==> src/rtl/timer_pkg.sv <==
// Shared types and digit limits for the MM:SS countdown timer.
package timer_pkg;

  typedef enum logic [1:0] {
    IDLE    = 2'd0,
    RUN     = 2'd1,
    PAUSE   = 2'd2,
    EXPIRED = 2'd3
  } state_t;

  localparam logic [3:0] SEC_UNITS_MAX = 4'd9;
  localparam logic [3:0] SEC_TENS_MAX  = 4'd5;
  localparam logic [3:0] MIN_UNITS_MAX = 4'd9;

endpackage

==> src/rtl/bcd_down_digit.sv <==
// One BCD down-counting digit; wraps 0->WRAP and flags a borrow to the next digit.
module bcd_down_digit #(
  parameter logic [3:0] WRAP = 4'd9
) (
  input  logic       clock,
  input  logic       reset,
  input  logic       dec,
  input  logic       load_en,
  input  logic [3:0] load_val,
  output logic [3:0] digit,
  output logic       borrow_out
);

  logic [3:0] r_digit;

  always_ff @(posedge clock or negedge reset) begin
    if (!reset) begin
      r_digit <= '0;
    end else if (load_en) begin
      r_digit <= load_val;
    end else if (dec) begin
      r_digit <= (r_digit == 4'd0) ? WRAP : r_digit - 4'd1;
    end
  end

  assign digit      = r_digit;
  assign borrow_out = dec & (r_digit == 4'd0);

endmodule

==> src/rtl/countdown_timer.sv <==
// MM:SS BCD countdown timer: load/start/stop control FSM over a borrow-chained digit cascade.
module countdown_timer
  import timer_pkg::*;
#(
  parameter int unsigned MAX_MIN_TENS = 5
) (
  input  logic        clock,
  input  logic        reset,
  input  logic        tick,
  input  logic        load,
  input  logic [15:0] load_value,
  input  logic        start,
  input  logic        stop,
  output logic [3:0]  sec_units,
  output logic [3:0]  sec_tens,
  output logic [3:0]  min_units,
  output logic [3:0]  min_tens,
  output logic        running,
  output logic        done,
  output logic        expired,
  output logic        load_error
);

  localparam logic [3:0] MIN_TENS_MAX = 4'(MAX_MIN_TENS);

  state_t r_state;
  logic   r_done;
  logic   r_load_error;

  logic w_load_valid;
  logic w_load_en;
  logic w_dec;
  logic w_is_zero;
  logic w_is_one;
  logic w_borrow_su;
  logic w_borrow_st;
  logic w_borrow_mu;
  logic w_borrow_mt;

  assign w_load_valid = (load_value[3:0]   <= SEC_UNITS_MAX) &&
                        (load_value[7:4]   <= SEC_TENS_MAX)  &&
                        (load_value[11:8]  <= MIN_UNITS_MAX) &&
                        (load_value[15:12] <= MIN_TENS_MAX);
  assign w_load_en    = load & w_load_valid;

  // Tick only acts when no higher-priority control input is present this cycle.
  assign w_dec = tick & ~load & ~stop & ~start & (r_state == RUN);

  assign w_is_zero = ({min_tens, min_units, sec_tens, sec_units} == 16'h0000);
  assign w_is_one  = ({min_tens, min_units, sec_tens, sec_units} == 16'h0001);

  bcd_down_digit #(.WRAP(SEC_UNITS_MAX)) u_sec_units (
    .clock      (clock),
    .reset      (reset),
    .dec        (w_dec),
    .load_en    (w_load_en),
    .load_val   (load_value[3:0]),
    .digit      (sec_units),
    .borrow_out (w_borrow_su)
  );

  bcd_down_digit #(.WRAP(SEC_TENS_MAX)) u_sec_tens (
    .clock      (clock),
    .reset      (reset),
    .dec        (w_borrow_su),
    .load_en    (w_load_en),
    .load_val   (load_value[7:4]),
    .digit      (sec_tens),
    .borrow_out (w_borrow_st)
  );

  bcd_down_digit #(.WRAP(MIN_UNITS_MAX)) u_min_units (
    .clock      (clock),
    .reset      (reset),
    .dec        (w_borrow_st),
    .load_en    (w_load_en),
    .load_val   (load_value[11:8]),
    .digit      (min_units),
    .borrow_out (w_borrow_mu)
  );

  // Never wraps in practice: RUN leaves at 00:00 before minutes-tens could underflow.
  bcd_down_digit #(.WRAP(MIN_TENS_MAX)) u_min_tens (
    .clock      (clock),
    .reset      (reset),
    .dec        (w_borrow_mu),
    .load_en    (w_load_en),
    .load_val   (load_value[15:12]),
    .digit      (min_tens),
    .borrow_out (w_borrow_mt)
  );

  always_ff @(posedge clock or negedge reset) begin
    if (!reset) begin
      r_state      <= IDLE;
      r_done       <= 1'b0;
      r_load_error <= 1'b0;
    end else begin
      r_done       <= 1'b0;
      r_load_error <= 1'b0;
      if (load) begin
        if (w_load_valid) r_state      <= IDLE;
        else              r_load_error <= 1'b1;
      end else if (stop) begin
        if (r_state == RUN) r_state <= PAUSE;
      end else if (start) begin
        if ((r_state == IDLE && !w_is_zero) || r_state == PAUSE) r_state <= RUN;
      end else if (tick && r_state == RUN && w_is_one) begin
        r_state <= EXPIRED;
        r_done  <= 1'b1;
      end
    end
  end

  assign running    = (r_state == RUN);
  assign expired    = (r_state == EXPIRED);
  assign done       = r_done;
  assign load_error = r_load_error;

  logic w_unused;
  assign w_unused = w_borrow_mt;

endmodule

==> config.mk <==
export PLATFORM = sky130hd
export DESIGN_NAME = countdown_timer
export DESIGN_NICKNAME = d
export VERILOG_FILES = /design/src/rtl/timer_pkg.sv /design/src/rtl/bcd_down_digit.sv /design/src/rtl/countdown_timer.sv
export SDC_FILE = /design/constraint.sdc
export NUM_CORES = 1
export LEC_CHECK = 0
export CAP_MARGIN = 40
export CORE_MARGIN = 4
export CORE_UTILIZATION = 40
export DETAILED_ROUTE_END_ITERATION = 6
export PLACE_DENSITY = 0.79
export SYNTH_ARGS = -nofsm -noshare
export SYNTH_HDL_FRONTEND = slang
export SYNTH_SLANG_ARGS = --single-unit
==> constraint.sdc <==
create_clock -name clock -period 5.2 [get_ports clock]
set_input_delay 0.52 -clock clock [delete_from_list [all_inputs] [get_ports clock]]
set_output_delay 0.52 -clock clock [all_outputs]
set_load 0.01 [all_outputs]
==> results.cfg, run 1 <==
[status]
status = finished clean

[place]
dp_hpwl_um = 2500
post_dp_cell_area_mm2 = 0.00160
dp_slack_ns = 2.51
gp_congestion = 0.933
io_buffers = 41
place_inst = 198

[setup_path]
crit_chain = clkdlybuf4s50_1 > nor4_1 > nand2_1 > or4_4 > and3_1
cp_max_fo = 11
endpoint_kind = flop
critPathRequiredTime_ns = 5.41
critical_path.max_stage_delay_ns = 0.58
critPathLaunchType = input pin
arrival_ns = 2.59
critPathSlowestCell = clkdlybuf4s50_1
worstSetupPathType = input pin to flop

[sta]
period_needed_ns = 2.38
worst_pin_slew_ns = 0.549
tns_ns = 0
clock_skew_ns = 0.0105
rsz0062_at_grt = no
maxSlewViolCount = 0
setup_ws_ns = 2.82
finalHoldViolCount = 0
fmax_mhz = 419
period_share = 0.459
setup_viol = 0
slew_headroom = 0.631

[routing]
ant_nets = 0
drt_iter0_drc = 54
vias = 1195
wl_um = 3250
firstDrtPassIters = 4
post-route-drc-count = 0
wl_per_cell_um = 16.1
vias_per_cell = 5.92

[power_and_ir_drop]
internal_power_w = 0.000393
p_comb_frac = 0.414
pwr-share-seq = 0.435
p_leak_nw = 0.637
cellPowerDensity_mw_per_mm2 = 376
p_sw_frac = 0.364
power_frac_clock = 0.152
switching_power_w = 0.000225
max-vdd-ir-drop_uv = 234

[floorplanning]
core_area_mm2 = 0.00276
die-height_um = 61.6
chipWidth_um = 61.6
std_cell_rows = 19
dieArea_mm2 = 0.00379
ios = 42
start_util = 0.416

[cells_and_area]
area_growth_pct = 43.0
nets = 194
regArea_um2 = 500
n_antenna_cell = 0
drive_above_1_share = 0.0585
fillers = 262
final-instance-count-excl-fill = 202
multiInputGateArea_um2 = 621
fin_area_mm2 = 0.00164

[synth]
syn_inst = 128
netlist_area_mm2 = 0.00115
synth-seq-area-share = 0.436
syn_avg_cell_area_um2 = 8.96
synth-seq-cells = 20
yosysWarningCount = 0
ys_types = 38
synthesis.nets = 150

[clocking]
clk-insertion-delay-late_ns = 0.31
ctsResizeCount = 0
cts_root_buf = clkbuf_4
cts_setup_buffers = 0
cts_tree = done
cts_buffers = 3
clkSinkCount = 20
htree_levels = 1
postCtsHoldBufs = 0
clockBufferDepth = 2
cts.clk_slew.worst_paths_ns = 0.12

[global_route]
antenna_found_initial = 0
grt_pass1_vias = 1178
grt_max_degree = 23
grt_overflow_total = 0
grt_pass1_wl_um = 5260
grt_use_total = 0.189

[worst_hold_path]
worstHoldPathType = input pin to asynchronous set/reset pin

[job]
max_cap_violations = 0
[power groups by stage]
stage	clock network (W)	registers [W]	logic, W
final	0.0000935	0.000268	0.000255
after global routing	0.000103	0.000278	0.000282
after CTS	0.0000940	0.000269	0.000258
after detailed placement	0	0.000271	0.000257
after global placement	0	0.000268	0.000250
after floorplan	0	0.000276	0.000100
[worst max-delay path: cells and delay by family]
| kind | cells | cell delay, ns |
|---|---|---|
| AND/OR/NAND/NOR | 4 | 1.49 |
| buffers and inverters | 1 | 0.58 |
[per-layer routing]
layer / wire length [um] / track usage
met4: 55 / 0.0818
met3: 215 / 0.0461
met5: 0 / 0
met1: 1410 / 0.232
met2: 1570 / 0.315
[cell type report]
cell class | count | area share
Inverter | 3 | 0.00687
Tap cell | 31 | 0.0236
Timing Repair Buffer | 43 | 0.264
Clock buffer | 4 | 0.0221
Multi-Input combinational cell | 101 | 0.378
Sequential cell | 20 | 0.305
[synth_stat cells, drive strengths merged]
cell | count | share of area
nor2b | 3 | 0.016
or4 | 4 | 0.033
o221ai | 1 | 0.0076
a21boi | 1 | 0.0065
a211oi | 1 | 0.0065
nor4bb | 1 | 0.0087
o31ai | 3 | 0.020
o211a | 1 | 0.0087
nor4b | 1 | 0.0076
or3 | 6 | 0.037
or3b | 1 | 0.0076
a221o | 2 | 0.017
buf | 1 | 0.0033
nand4 | 3 | 0.016
o211ai | 2 | 0.013
nor2 | 18 | 0.059
a31oi | 9 | 0.049
clkbuf | 3 | 0.0098
and3 | 5 | 0.027
nor3b | 2 | 0.013
o41ai | 1 | 0.0076
nor4 | 4 | 0.022
o21a | 1 | 0.0065
nand3 | 4 | 0.017
or2 | 1 | 0.0055
o311ai | 2 | 0.015
a21oi | 4 | 0.017
dfrtp | 20 | 0.44
and2 | 2 | 0.011
nand3b | 1 | 0.0065
xnor2 | 2 | 0.015
inv | 3 | 0.0098
nor3 | 2 | 0.0087
nand2 | 6 | 0.020
xor2 | 1 | 0.0076
o21ai | 6 | 0.026
[per-stage QoR]
step	hold WS (ns)	util	power [W]
6_report	0.462	0.595	0.000617
3_5_place_dp	0.534	0.582	0.000528
2_1_floorplan	0.224	-	0.000376
5_1_grt	0.471	0.595	0.000663
4_1_cts	0.471	0.595	0.000621
3_3_place_gp	0.521	0.576	0.000518
[worst paths after layout]
kind                                           start                   end  slack, ns  depth (start not counted)
worst max register to register  u_min_units.digit[2]   u_min_tens.digit[3]       3.06                          4
worst min register to register   u_min_tens.digit[3]   u_min_tens.digit[3]       0.57                          1
worst max-delay path                            load   u_min_tens.digit[3]       2.82                          5
min in group clock               u_min_tens.digit[3]   u_min_tens.digit[3]       0.57                          1
worst min-delay path                           reset  u_sec_units.digit[1]       0.46                          1
max in group asynchronous                      reset   u_min_tens.digit[1]       4.31                          2
[state kept, by name, indices dropped and copies added, names as in the netlist]
name               count
u_min_tens.digit       4
u_min_units.digit      4
u_sec_tens.digit       4
u_sec_units.digit      4
r_state                2
done                   1
load_error             1
[placed cells by master (no fill, tap or decap), drive strengths merged, types with 3 or more instances in the layout]
master / netlist / final
clkdlybuf4s50: 0 / 41
dfrtp: 20 / 20
nor2: 18 / 18
a31oi: 9 / 9
nand2: 6 / 6
o21ai: 6 / 6
or3: 6 / 6
and3: 5 / 5
nor4: 4 / 4
nand3: 4 / 4
a21oi: 4 / 4
clkbuf: 3 / 4
or4: 4 / 4
nor2b: 3 / 3
nand4: 3 / 3
o31ai: 3 / 3
inv: 3 / 3
[kinds of logic (layout without fill, tap and decap cells)]
logic type,Yosys count,after routing,share of synthesized area
compound gates,34,34,0.202
xor+xnor,3,3,0.0229
buf+inv,7,50,0.0229
flops,20,20,0.436
simple gates,64,64,0.316
(Power assumes the default switching activity.)
==> run 2, diff against run 1 <==
--- a/config.mk
+++ b/config.mk
@@ -7,9 +7,9 @@
 export LEC_CHECK = 0
 export CAP_MARGIN = 40
 export CORE_MARGIN = 4
-export CORE_UTILIZATION = 40
+export CORE_UTILIZATION = 39
 export DETAILED_ROUTE_END_ITERATION = 6
-export PLACE_DENSITY = 0.79
+export PLACE_DENSITY = 0.8
 export SYNTH_ARGS = -nofsm -noshare
 export SYNTH_HDL_FRONTEND = slang
 export SYNTH_SLANG_ARGS = --single-unit
==> constraint.sdc (replaced) <==
create_clock -name clock -period 2 [get_ports clock]
set_input_delay 0.2 -clock clock [delete_from_list [all_inputs] [get_ports clock]]
set_output_delay 0.2 -clock clock [all_outputs]
set_load 0.01 [all_outputs]
==> run 2 against run 1 <==
Via count is 4.5% higher. Critical endpoint is now u_min_tens.digit[2]. Design area is 8.8% higher. Clock power up 120%. Critical path type is now flop to flop. Register-to-register slack worse by 3.0 ns.
==> results.cfg, run 2 (same netlist as run 1, synthesis figures left out) <==
[clocking]
clockBufferDepth = 2
cts.clk_slew.worst_paths_ns = 0.12
postCtsHoldBufs = 0
cts_root_buf = clkbuf_4
cts_buffers = 3
htree_levels = 1
cts_tree = done
clk-insertion-delay-late_ns = 0.30
clkSinkCount = 20

[power_and_ir_drop]
p_sw_frac = 0.368
internal_power_w = 0.00107
power_frac_clock = 0.119
cellPowerDensity_mw_per_mm2 = 946
pwr-share-seq = 0.402
p_comb_frac = 0.479
p_total_w = 0.00169
max-vdd-ir-drop_uv = 742
switching_power_w = 0.000622
p_leak_nw = 0.714

[global_route]
grt_pass1_wl_um = 5590
grt_max_degree = 21
grt_overflow_total = 0
grt_use_total = 0.170
grt_pass1_vias = 1281
antenna_found_initial = 0

[floorplanning]
chipWidth_um = 62.2
die-height_um = 62.2
core_area_mm2 = 0.00278
start_util = 0.413
std_cell_rows = 19
ios = 42
dieArea_mm2 = 0.00387

[routing]
wl_met2_um = 1660
dr_wl_met3_um = 212
wl_um = 3360
vias_per_cell = 5.68
firstDrtPassIters = 4
wl_per_cell_um = 15.3
post-route-drc-count = 0
drt-met1-wl_um = 1450
drt_iter0_drc = 38
vias = 1249
highest_layer = met4
ant_nets = 0

[place]
io_buffers = 41
dp_hpwl_um = 2580
gp_congestion = 0.858

[cells_and_area]
multiInputGateArea_um2 = 647
mostFrequentLayoutCell = clkdlybuf4s50_1
n_antenna_cell = 0
nets = 212
fillers = 252
regArea_um2 = 502
mostFrequentLayoutCells = 41 x clkdlybuf4s50_1, 20 x buf_4, 19 x dfrtp_1, 18 x nor2_1, 9 x a31oi_1
area_growth_pct = 55.6
drive_above_1_share = 0.164

[setup_path]
rrSetupSlack_ns = 0.02
worstSetupPathType = flop to flop
endpoint_kind = flop
crit_start = u_min_units.digit[2]
r2r-end = u_min_tens.digit[2]
critPathLaunchType = flop
cp_max_fo = 3
arrival_ns = 2.20
cp-endpoint = u_min_tens.digit[2]
critPathRequiredTime_ns = 2.22
reg2regPathDepth = 4
r2r-start = u_min_units.digit[2]

[sta]
slew_headroom = 0.712
clock_skew_ns = 0.00482
worst_pin_slew_ns = 0.428
tns_ns = 0
rsz0062_at_grt = yes
holdWs_ns = 0.223
period_share = 0.992
maxSlewViolCount = 0
fmax_mhz = 504
period_needed_ns = 1.98
finalHoldViolCount = 0
setup_viol = 0

[status]
status = finished clean

[job]
max_cap_violations = 0

[worst_hold_path]
worstHoldPathType = input pin to asynchronous set/reset pin
==> run 2: worst min-delay path by stage <==
stage	slack, ns	endpoint	depth (start not counted)	from
global placement	0.54	u_min_tens.digit[3]	1	u_min_tens.digit[3]
global route	0.26	u_sec_units.digit[0]	2	reset
floorplan	-0.1	done	0	reset
CTS	0.23	load_error	2	reset
detailed placement	0.56	r_state[1]	2	reset
finish	0.22	load_error	2	reset
==> run 2: routing by layer <==
metal / track usage / vias to the layer above
met5: 0 / -
met4: 0.0407 / 0
met3: 0.0432 / 4
met2: 0.291 / 44
met1: 0.212 / 587
li1: - / 614
==> run 2: critical path, cell delays in order (launching register included) <==
cell and delay [ns]:
dfrtp_2 0.42, or3_4 0.39, or4_4 0.42, or4_4 0.49, a31oi_1 0.18
==> run 2: what timing repair did <==
action | in CTS | in global routing
endpoints found under the setup margin | 0 | 7
resized for setup | 0 | 4
buffers inserted | 0 | 2
==> run 2: final cells by class <==
type,instances,share of cell area
flip-flops and latches,20,0.281
well taps,31,0.0217
inverters,3,0.00631
clock buffers,4,0.0147
multi-input cells,101,0.362
repair buffers,61,0.314
==> run 2: metrics by stage <==
step	utilization	instance area [um2]	cells	worst slack, ns
after floorplan	-	1150	128	-0.00307
after global placement	0.618	1720	214	-0.110
after detailed placement	0.618	1720	214	-0.182
after CTS	0.627	1740	218	0.00846
after global routing	0.642	1790	220	-0.0297
final	0.642	1790	220	0.0170
==> run 2: power by group through the flow <==
stage,Clock (W),Combinational [W],Sequential [W]
finish,0.000202,0.000809,0.000679
detailed placement,0,0.000791,0.000665
CTS,0.000207,0.000796,0.000659
floorplan,0,0.000261,0.000718
global route,0.000221,0.000876,0.000701
global placement,0,0.000770,0.000664
==> run 3, diff against run 2 <==
--- a/config.mk
+++ b/config.mk
@@ -5,11 +5,13 @@
 export SDC_FILE = /design/constraint.sdc
 export NUM_CORES = 1
 export LEC_CHECK = 0
+export ABC_AREA = 1
 export CAP_MARGIN = 40
 export CORE_MARGIN = 4
-export CORE_UTILIZATION = 39
+export CORE_UTILIZATION = 40
 export DETAILED_ROUTE_END_ITERATION = 6
 export PLACE_DENSITY = 0.8
+export SLEW_MARGIN = 10
 export SYNTH_ARGS = -nofsm -noshare
 export SYNTH_HDL_FRONTEND = slang
 export SYNTH_SLANG_ARGS = --single-unit
==> run 3 against run 2 <==
Critical path depth down 1. Combinational power down 2.8%. Worst setup slack better by 0.30 ns. Utilization down 5.1 points. Via count up 5.1%. Synthesized cell count up 42%. Non-clock buffer count down 16. First-iteration DRC count up 29%. Critical path type is now flop to output port. Critical endpoint is now running. Largest cell class unchanged. Highest routed layer unchanged.
==> results.cfg, run 3 <==
[cells_and_area]
nets = 251
fillers = 297
drive_above_1_share = 0.0921
mostFrequentLayoutCell = nand2_1
mostFrequentLayoutCells = 56 x nand2_1, 41 x clkdlybuf4s50_1, 21 x inv_1, 20 x dfrtp_1
n_antenna_cell = 0
final-instance-count-excl-fill = 272
area_growth_pct = 41.5

[floorplanning]
start_util = 0.418
chipWidth_um = 64.5
ios = 42
dieArea_mm2 = 0.00416
die-height_um = 64.5
std_cell_rows = 20
core_area_mm2 = 0.00305

[setup_path]
rrSetupSlack_ns = 0.45
arrival_ns = 1.48
crit_start = r_state[0]
critPathSlowestCell = clkdlybuf4s50_1
reg2regPathDepth = 10
critPathLaunchType = flop
r2r-start = u_sec_units.digit[0]
critical_path.max_stage_delay_ns = 0.56
endpoint_kind = output port
critPathRequiredTime_ns = 1.80
cp_max_fo = 4
r2r-end = u_min_tens.digit[1]
worstSetupPathType = flop to output port
crit_chain = inv_1 > nor2_1 > clkdlybuf4s50_1

[place]
dp_slack_ns = 0.253
gp_congestion = 0.824
dp_hpwl_um = 2390
io_buffers = 41
place_inst = 268

[synth]
yosysTopAreaCell = dfrtp_1
netlist_area_mm2 = 0.00128
synth.most_common_cell = nand2_1
synth_enable_flop_cells = 0
synth-seq-area-share = 0.392
synth_top_area_frac = 0.392
synthFlopType = dfrtp_1
yosys-top-cells-count = 56 x nand2_1, 21 x inv_1, 20 x dfrtp_1, 13 x nand3_1, 13 x nor2_1
synth.top_cells.by_area = dfrtp_1 39%, nand2_1 16%, inv_1 6.2%
syn_inst = 182
ys_types = 24
synth-seq-cells = 20
yosysWarningCount = 0
syn_avg_cell_area_um2 = 7.01
synthesis.nets = 204
synth-async-reset-ratio = 1.00

[routing]
firstDrtPassIters = 4
wl_um = 2960
drt_iter0_drc = 49
vias = 1313
vias_per_cell = 4.83
wl_per_cell_um = 10.9
ant_nets = 0
post-route-drc-count = 0

[global_route]
grt_use_total = 0.161
grt_pass1_wl_um = 5300
antenna_found_initial = 0
grt_overflow_total = 0
grt_max_degree = 22
grt_pass1_vias = 1199

[clocking]
cts.clk_slew.worst_paths_ns = 0.12
clockBufferDepth = 2
cts_setup_buffers = 0
cts_root_buf = clkbuf_4
clk-insertion-delay-late_ns = 0.30
clkSinkCount = 20
ctsResizeCount = 0
postCtsHoldBufs = 0
htree_levels = 1
cts_buffers = 3
cts_tree = done

[status]
status = finished clean

[sta]
worst_pin_slew_ns = 0.249
setup_viol = 0
period_share = 0.840
clock_skew_ns = 0.00639
holdWs_ns = 0.218
finalHoldViolCount = 0
rsz0062_at_grt = no
tns_ns = 0
setup_ws_ns = 0.321
slew_headroom = 0.834
maxSlewViolCount = 0
period_needed_ns = 1.68
fmax_mhz = 595

[power_and_ir_drop]
p_leak_nw = 0.877
max-vdd-ir-drop_uv = 512
cellPowerDensity_mw_per_mm2 = 941

[worst_hold_path]
worstHoldPathType = input pin to asynchronous set/reset pin

[job]
max_cap_violations = 0
[run 3: changes by cell type after synthesis, moves of 4 or more]
cell and delta:
nand3_1 +9, o211ai_1 +4, nand2_1 +50, o21ai_1 +7
and3_1 -5, a31oi_1 -9, a21oi_1 +4, nor2_2 +4
or3_1 -5, nor4_1 -4, nor2_1 -5, inv_1 +18
[run 3: worst max-delay path by stage]
stage	slack, ns	cells after the start	end
finish	0.32	3	running
global route	0.24	8	r_state[1]
CTS	0.31	3	running
detailed placement	0.25	11	u_min_tens.digit[1]
global placement	0.27	11	u_min_tens.digit[1]
floorplan	0.61	10	u_min_tens.digit[0]
[run 3: area by class of cell]
type                    count  area (um2)  area share
clock buffers               4        36.3      0.0201
inverters                  24        90.1      0.0499
multi-input cells         135         671       0.371
flip-flops and latches     20         500       0.277
well taps                  44        55.1      0.0305
repair buffers             45         453       0.251
[run 3: where the power goes]
group	leakage (nW)	internal, W	switching (W)
Combinational	0.608	0.000411	0.000375
Clock	0.0210	0.000111	0.000124
Sequential	0.248	0.000521	0.000157
Total	0.877	0.00104	0.000657
[run 3: cell families (layout without fill, tap and decap cells)]
family,Yosys count,after routing,share of synthesized area
xor gates and xnor gates,2,2,0.0137
buffers and inverters,27,73,0.0824
AOI/OAI and AO/OA,32,32,0.141
and+or+nand+nor,101,101,0.371
DFF,20,20,0.392
[run 3: worst max-delay path: cells and delay by family, from the launching register on]
kind,cells,cell delay [ns]
AND/OR/NAND/NOR,1,0.14
flip-flops,1,0.41
buffers and inverters,2,0.63
[run 3: metrics by stage]
step / cell area (um2) / util / power [W]
after floorplan: 1280 / - / 0.00110
after global placement: 1770 / 0.580 / 0.00147
after detailed placement: 1770 / 0.580 / 0.00147
after CTS: 1810 / 0.591 / 0.00171
after global routing: 1810 / 0.591 / 0.00185
final: 1810 / 0.591 / 0.00170
[run 3: metal layers]
layer,vias up,global-route usage,wire (um)
met5,-,0,0
met4,0,0.0475,36
li1,684,-,-
met2,43,0.256,1350
met3,4,0.0312,187
met1,582,0.221,1380
==> edit 1, RTL diff (flow settings as in run 2) <==
Encoding of `state_t`: now one-hot (4 bits for 4 states).
--- a/src/rtl/timer_pkg.sv
+++ b/src/rtl/timer_pkg.sv
@@ -2,9 +2,9 @@
 package timer_pkg;
 
-  typedef enum logic [1:0] {
-    IDLE    = 2'd0,
-    RUN     = 2'd1,
-    PAUSE   = 2'd2,
-    EXPIRED = 2'd3
+  typedef enum logic [3:0] {
+    IDLE    = 4'b0001,
+    RUN     = 4'b0010,
+    PAUSE   = 4'b0100,
+    EXPIRED = 4'b1000
   } state_t;
 
Formal check against the unedited RTL: no difference found for any inputs over 10 cycles, from zero or initial values and one cycle with reset low; not proved beyond that.
==> edit 1 against run 2 <==
- the run now ends with negative setup slack left
- final cell count rose by 16%
- total power grew 11%
- worst setup slack worse by 0.27 ns
- sequential power is 1% higher
- wire length up 28%
- synthesized area increased by 11%
- clock power increased by 28%
- first-iteration DRC count grew to 2.5 times the old value
- final area rose by 20%
- sequential cell count is 2 higher
- critical endpoint is now u_min_tens.digit[3]
- largest cell class unchanged
==> edit 1: results (changes against run 2) <==
[clock_network]
cts_setup_buffers = 1  ; was 0
clock_latency_ns = 0.32  ; was 0.30 ns
postCtsResizedCells = 19  ; was 0

[route]
met3_length_um = 311  ; was 212 um
wl_per_cell_um = 16.8  ; was 15.3 um
wl_met1_mm = 1.66  ; was 1.45 mm
viasPerCell = 5.69  ; was 5.68
routed_wl_mm = 4.30  ; was 3.36 mm
drt-initial-drc-count = 96  ; was 38
met2WireLength_mm = 2.20  ; was 1.66 mm

[power_and_ir_drop]
clkPwrFrac_pct = 13.7  ; was 11.9%
p_leak_nw = 0.912  ; was 0.714 nW
total_power_mw = 1.88  ; was 1.69 mW
ir_drop_v = 0.000529  ; was 0.000742 V
p_seq_mw = 0.687  ; was 0.679 mW

[synth]
synthXorXnorAreaFrac_pct = 5.48  ; was 2.29%
yosysUniqueCellTypes = 39  ; was 38
syn-instance-count = 141  ; was 128
synth_nets = 163  ; was 150
synth_seq_area_share_pct = 43.2  ; was 43.6%
synthMuxAreaShare_pct = 0.784  ; was 0%
synth.area.top_cells = dfrtp_1 41%, nor2_1 5.6%, o21ai_0 5.1%  ; was dfrtp_1 44%, nor2_1 5.9%, a31oi_1 4.9%
synth_compound_area_share_pct = 20.4  ; was 20.2%
synthTopCellsByCount = 21 x dfrtp_1, 19 x nor2_1, 14 x nand2_1  ; was 20 x dfrtp_1, 18 x nor2_1, 9 x a31oi_1

[placed_design]
dp_cells = 246  ; was 214
place_congestion = 0.927  ; was 0.858
dp_hpwl_mm = 2.96  ; was 2.58 mm
place_ws_ns = -0.297  ; was -0.182 ns
place_area_sq_mm = 0.00190  ; was 0.00172 sq mm

[status]
violations = negative setup slack
outcome = complete, but fails checks  ; was complete, no violations

[worst_setup_path]
reg2reg_from = r_state[2]  ; was u_min_units.digit[2]
reg2reg_to = u_min_tens.digit[3]  ; was u_min_tens.digit[2]
crit_fanout = 4  ; was 3
cp.arrival_ns = 2.47  ; was 2.20 ns
r2r_setup_slack_ns = -0.25  ; was 0.02 ns

[timing]
setup_viol = 16  ; was 0
worst_slack_ns = -0.249  ; was 0.0170 ns
holdWs_ns = 0.217  ; was 0.223 ns
worst_pin_slew_ns = 0.426  ; was 0.428 ns
tns_ns = -2.07  ; was 0 ns
fin_skew_ns = 0.00469  ; was 0.00482 ns

[layout]
n_fill_cell = 249  ; was 252
drive_above_1_share_pct = 29.2  ; was 16.4%
finalNetCount = 235  ; was 212
final_util_pct = 68.8  ; was 64.2%

[grt]
grt_start_max_net_pins = 23  ; was 21
grt_pass1_vias = 1450  ; was 1281
grt.total_usage_pct = 20.0  ; was 17.0%
grt_pass1_wl_mm = 6.66  ; was 5.59 mm

[hold_path]
worst_hold_path_type = input port to asynchronous set/reset pin  ; unchanged

edit 1: cell types whose count changed after synthesis, sizes merged, moves of 3 or more:
cell / run 2 / this run
xnor2: 2 / 7
o21ai: 6 / 14
a31oi: 9 / 3
and3: 5 / 0
nor3: 2 / 7
nand2: 6 / 14
o31ai: 3 / 0
or3: 6 / 2
o41ai: 1 / 4
buf: 1 / 4
edit 1: area by class of cell:
| class | count | area share, % |
|---|---|---|
| well taps | 44 | 2.58 |
| inverters | 4 | 0.703 |
| flip-flops and latches | 22 | 25.8 |
| clock buffers | 4 | 1.70 |
| repair buffers | 72 | 30.8 |
| multi-input cells | 110 | 38.3 |
edit 1: critical path, cell delays in order, from the launching register on:
cell     delay [ns]
dfrtp_1        0.42
or4b_4         0.53
or4_4          0.51
or4_4          0.46
o211a_1        0.23
edit 1: metal layers:
metal / global-route usage (%) / vias to the layer above
met5: 0 / -
li1: - / 669
met2: 34.9 / 62
met4: 8.55 / 0
met3: 4.44 / 13
met1: 23.4 / 712
==> edit 2, RTL diff (settings of run 2) <==
Made on the original files. Set the package constant `MIN_UNITS_MAX` to 4'd4 (it was 4'd9).
--- a/src/rtl/timer_pkg.sv
+++ b/src/rtl/timer_pkg.sv
@@ -11,5 +11,5 @@
   localparam logic [3:0] SEC_UNITS_MAX = 4'd9;
   localparam logic [3:0] SEC_TENS_MAX  = 4'd5;
-  localparam logic [3:0] MIN_UNITS_MAX = 4'd9;
+  localparam logic [3:0] MIN_UNITS_MAX = 4'd4;
 
 endpackage
Formal check against the unedited RTL: not equivalent (a bounded check fails within 4 cycles, from zero or initial values and one cycle with reset low).
==> edit 2 against run 2 <==
- the flow now finishes with violations (negative setup slack)
- via count up 13%
- clock skew about the same
- final area up 7.8%
- critical path depth unchanged
- synthesized cell count down 0.78%
- synthesized area up 0.98%
- sequential share of layout area down 2.0 points
- clock power up 70%
- sequential cell count unchanged
- wire length up 21%
- utilization up 4.4 points
- total power up 15%
- die area up 0.85%
- worst setup slack worse by 0.061 ns
- critical path type unchanged
- largest cell class is now buffers
==> edit 2: results (changes against run 2) <==
[synth]
synth_seq_area_share_pct = 43.2  ; was 43.6%
synth_compound_area_share_pct = 23.8  ; was 20.2%
synthTopCellsByCount = 20 x dfrtp_1, 9 x nor2_1, 9 x nor3_1, 9 x nor4_1, 9 x o21ai_0  ; was 20 x dfrtp_1, 18 x nor2_1, 9 x a31oi_1
synth_nets = 149  ; was 150

[worst_setup_path]
reg2reg_to = u_min_units.digit[2]  ; was u_min_tens.digit[2]
cp.arrival_ns = 2.28  ; was 2.20 ns
crit_fanout = 6  ; was 3

[placed_design]
place_congestion = 0.931  ; was 0.858
place_area_sq_mm = 0.00185  ; was 0.00172 sq mm
dp_hpwl_mm = 3.09  ; was 2.58 mm
portBuffers = 41  ; unchanged

[grt]
grt_use_met1_pct = 27.3  ; was 21.2%
met2_usage_pct = 36.0  ; was 29.1%
use_met3_pct = 4.68  ; was 4.32%

[clock_network]
cts_setup_buffers = 0  ; unchanged

[route]
wl_per_cell_um = 17.6  ; was 15.3 um
viasPerCell = 6.12  ; was 5.68
drt-initial-drc-count = 120  ; was 38

[timing]
worst_slack_ns = -0.0436  ; was 0.0170 ns
fin_skew_ns = 0.00467  ; was 0.00482 ns
setup_viol = 1  ; was 0
tns_ns = -0.0436  ; was 0 ns
worst_pin_slew_ns = 0.412  ; was 0.428 ns

[power_and_ir_drop]
ir_drop_v = 0.000631  ; was 0.000742 V
p_leak_nw = 0.791  ; was 0.714 nW

[layout]
drive_above_1_share_pct = 24.5  ; was 16.4%

[status]
outcome = complete, but fails checks  ; was complete, no violations
violations = negative setup slack

==> edit 2: how the worst max path moves through the flow <==
stage,cells after the start,end,from
floorplan,5,u_min_units.digit[2],u_sec_units.digit[1]
CTS,4,u_min_units.digit[2],u_sec_units.digit[1]
detailed placement,5,u_min_units.digit[2],load
global route,4,u_min_units.digit[2],u_sec_units.digit[1]
global placement,5,u_min_units.digit[2],load
finish,4,u_min_units.digit[2],u_sec_units.digit[1]
==> edit 2: logic make-up (layout without fill, tap and decap cells) <==
| family | after synthesis | after routing |
|---|---|---|
| flip-flops | 20 | 20 |
| buffers and inverters | 10 | 83 |
| XOR/XNOR | 2 | 2 |
| AND/OR/NAND/NOR | 58 | 58 |
| AO/OA/AOI/OAI | 37 | 37 |
==> edit 2: layer usage <==
layer	vias to the layer above	share of wire, %
met5	-	0
met4	0	2.3
met3	13	6.0
met2	64	49
met1	684	43
li1	653	-
==> edit 2: final cells by class <==
class                      count  area (sq um)
timing repair buffer          75           666
multi-input combinational     97           649
tap                           31          38.8
clock buffer                   3          22.5
inverter                       4          15.0
clock inverter                 1          30.0
fill                         230           881
sequential                    20           503
==> edit 2: power breakdown <==
group          total, mW  leakage [nW]  switching, mW  internal, mW
registers          0.621         0.252          0.103         0.517
clock network      0.343        0.0279          0.140         0.203
logic              0.974         0.511          0.447         0.527
==> edit 2: per-stage QoR <==
step | cells | hold WS, ns | setup WS, ns | utilization, %
after floorplan | 127 | -0.0956 | -0.0889 | -
after global placement | 227 | 0.528 | -0.205 | 65.9
after detailed placement | 227 | 0.531 | -0.241 | 65.9
after CTS | 231 | 0.230 | -0.0387 | 67.8
after global routing | 231 | 0.245 | -0.0719 | 68.6
final | 231 | 0.218 | -0.0436 | 68.6
==> edit 2: what timing repair did <==
action                                  in CTS  in global routing
pin swaps                                    0                  1
endpoints found under the setup margin       1                  6
hold endpoints to repair                     0                  0
resized for setup                            0                  4
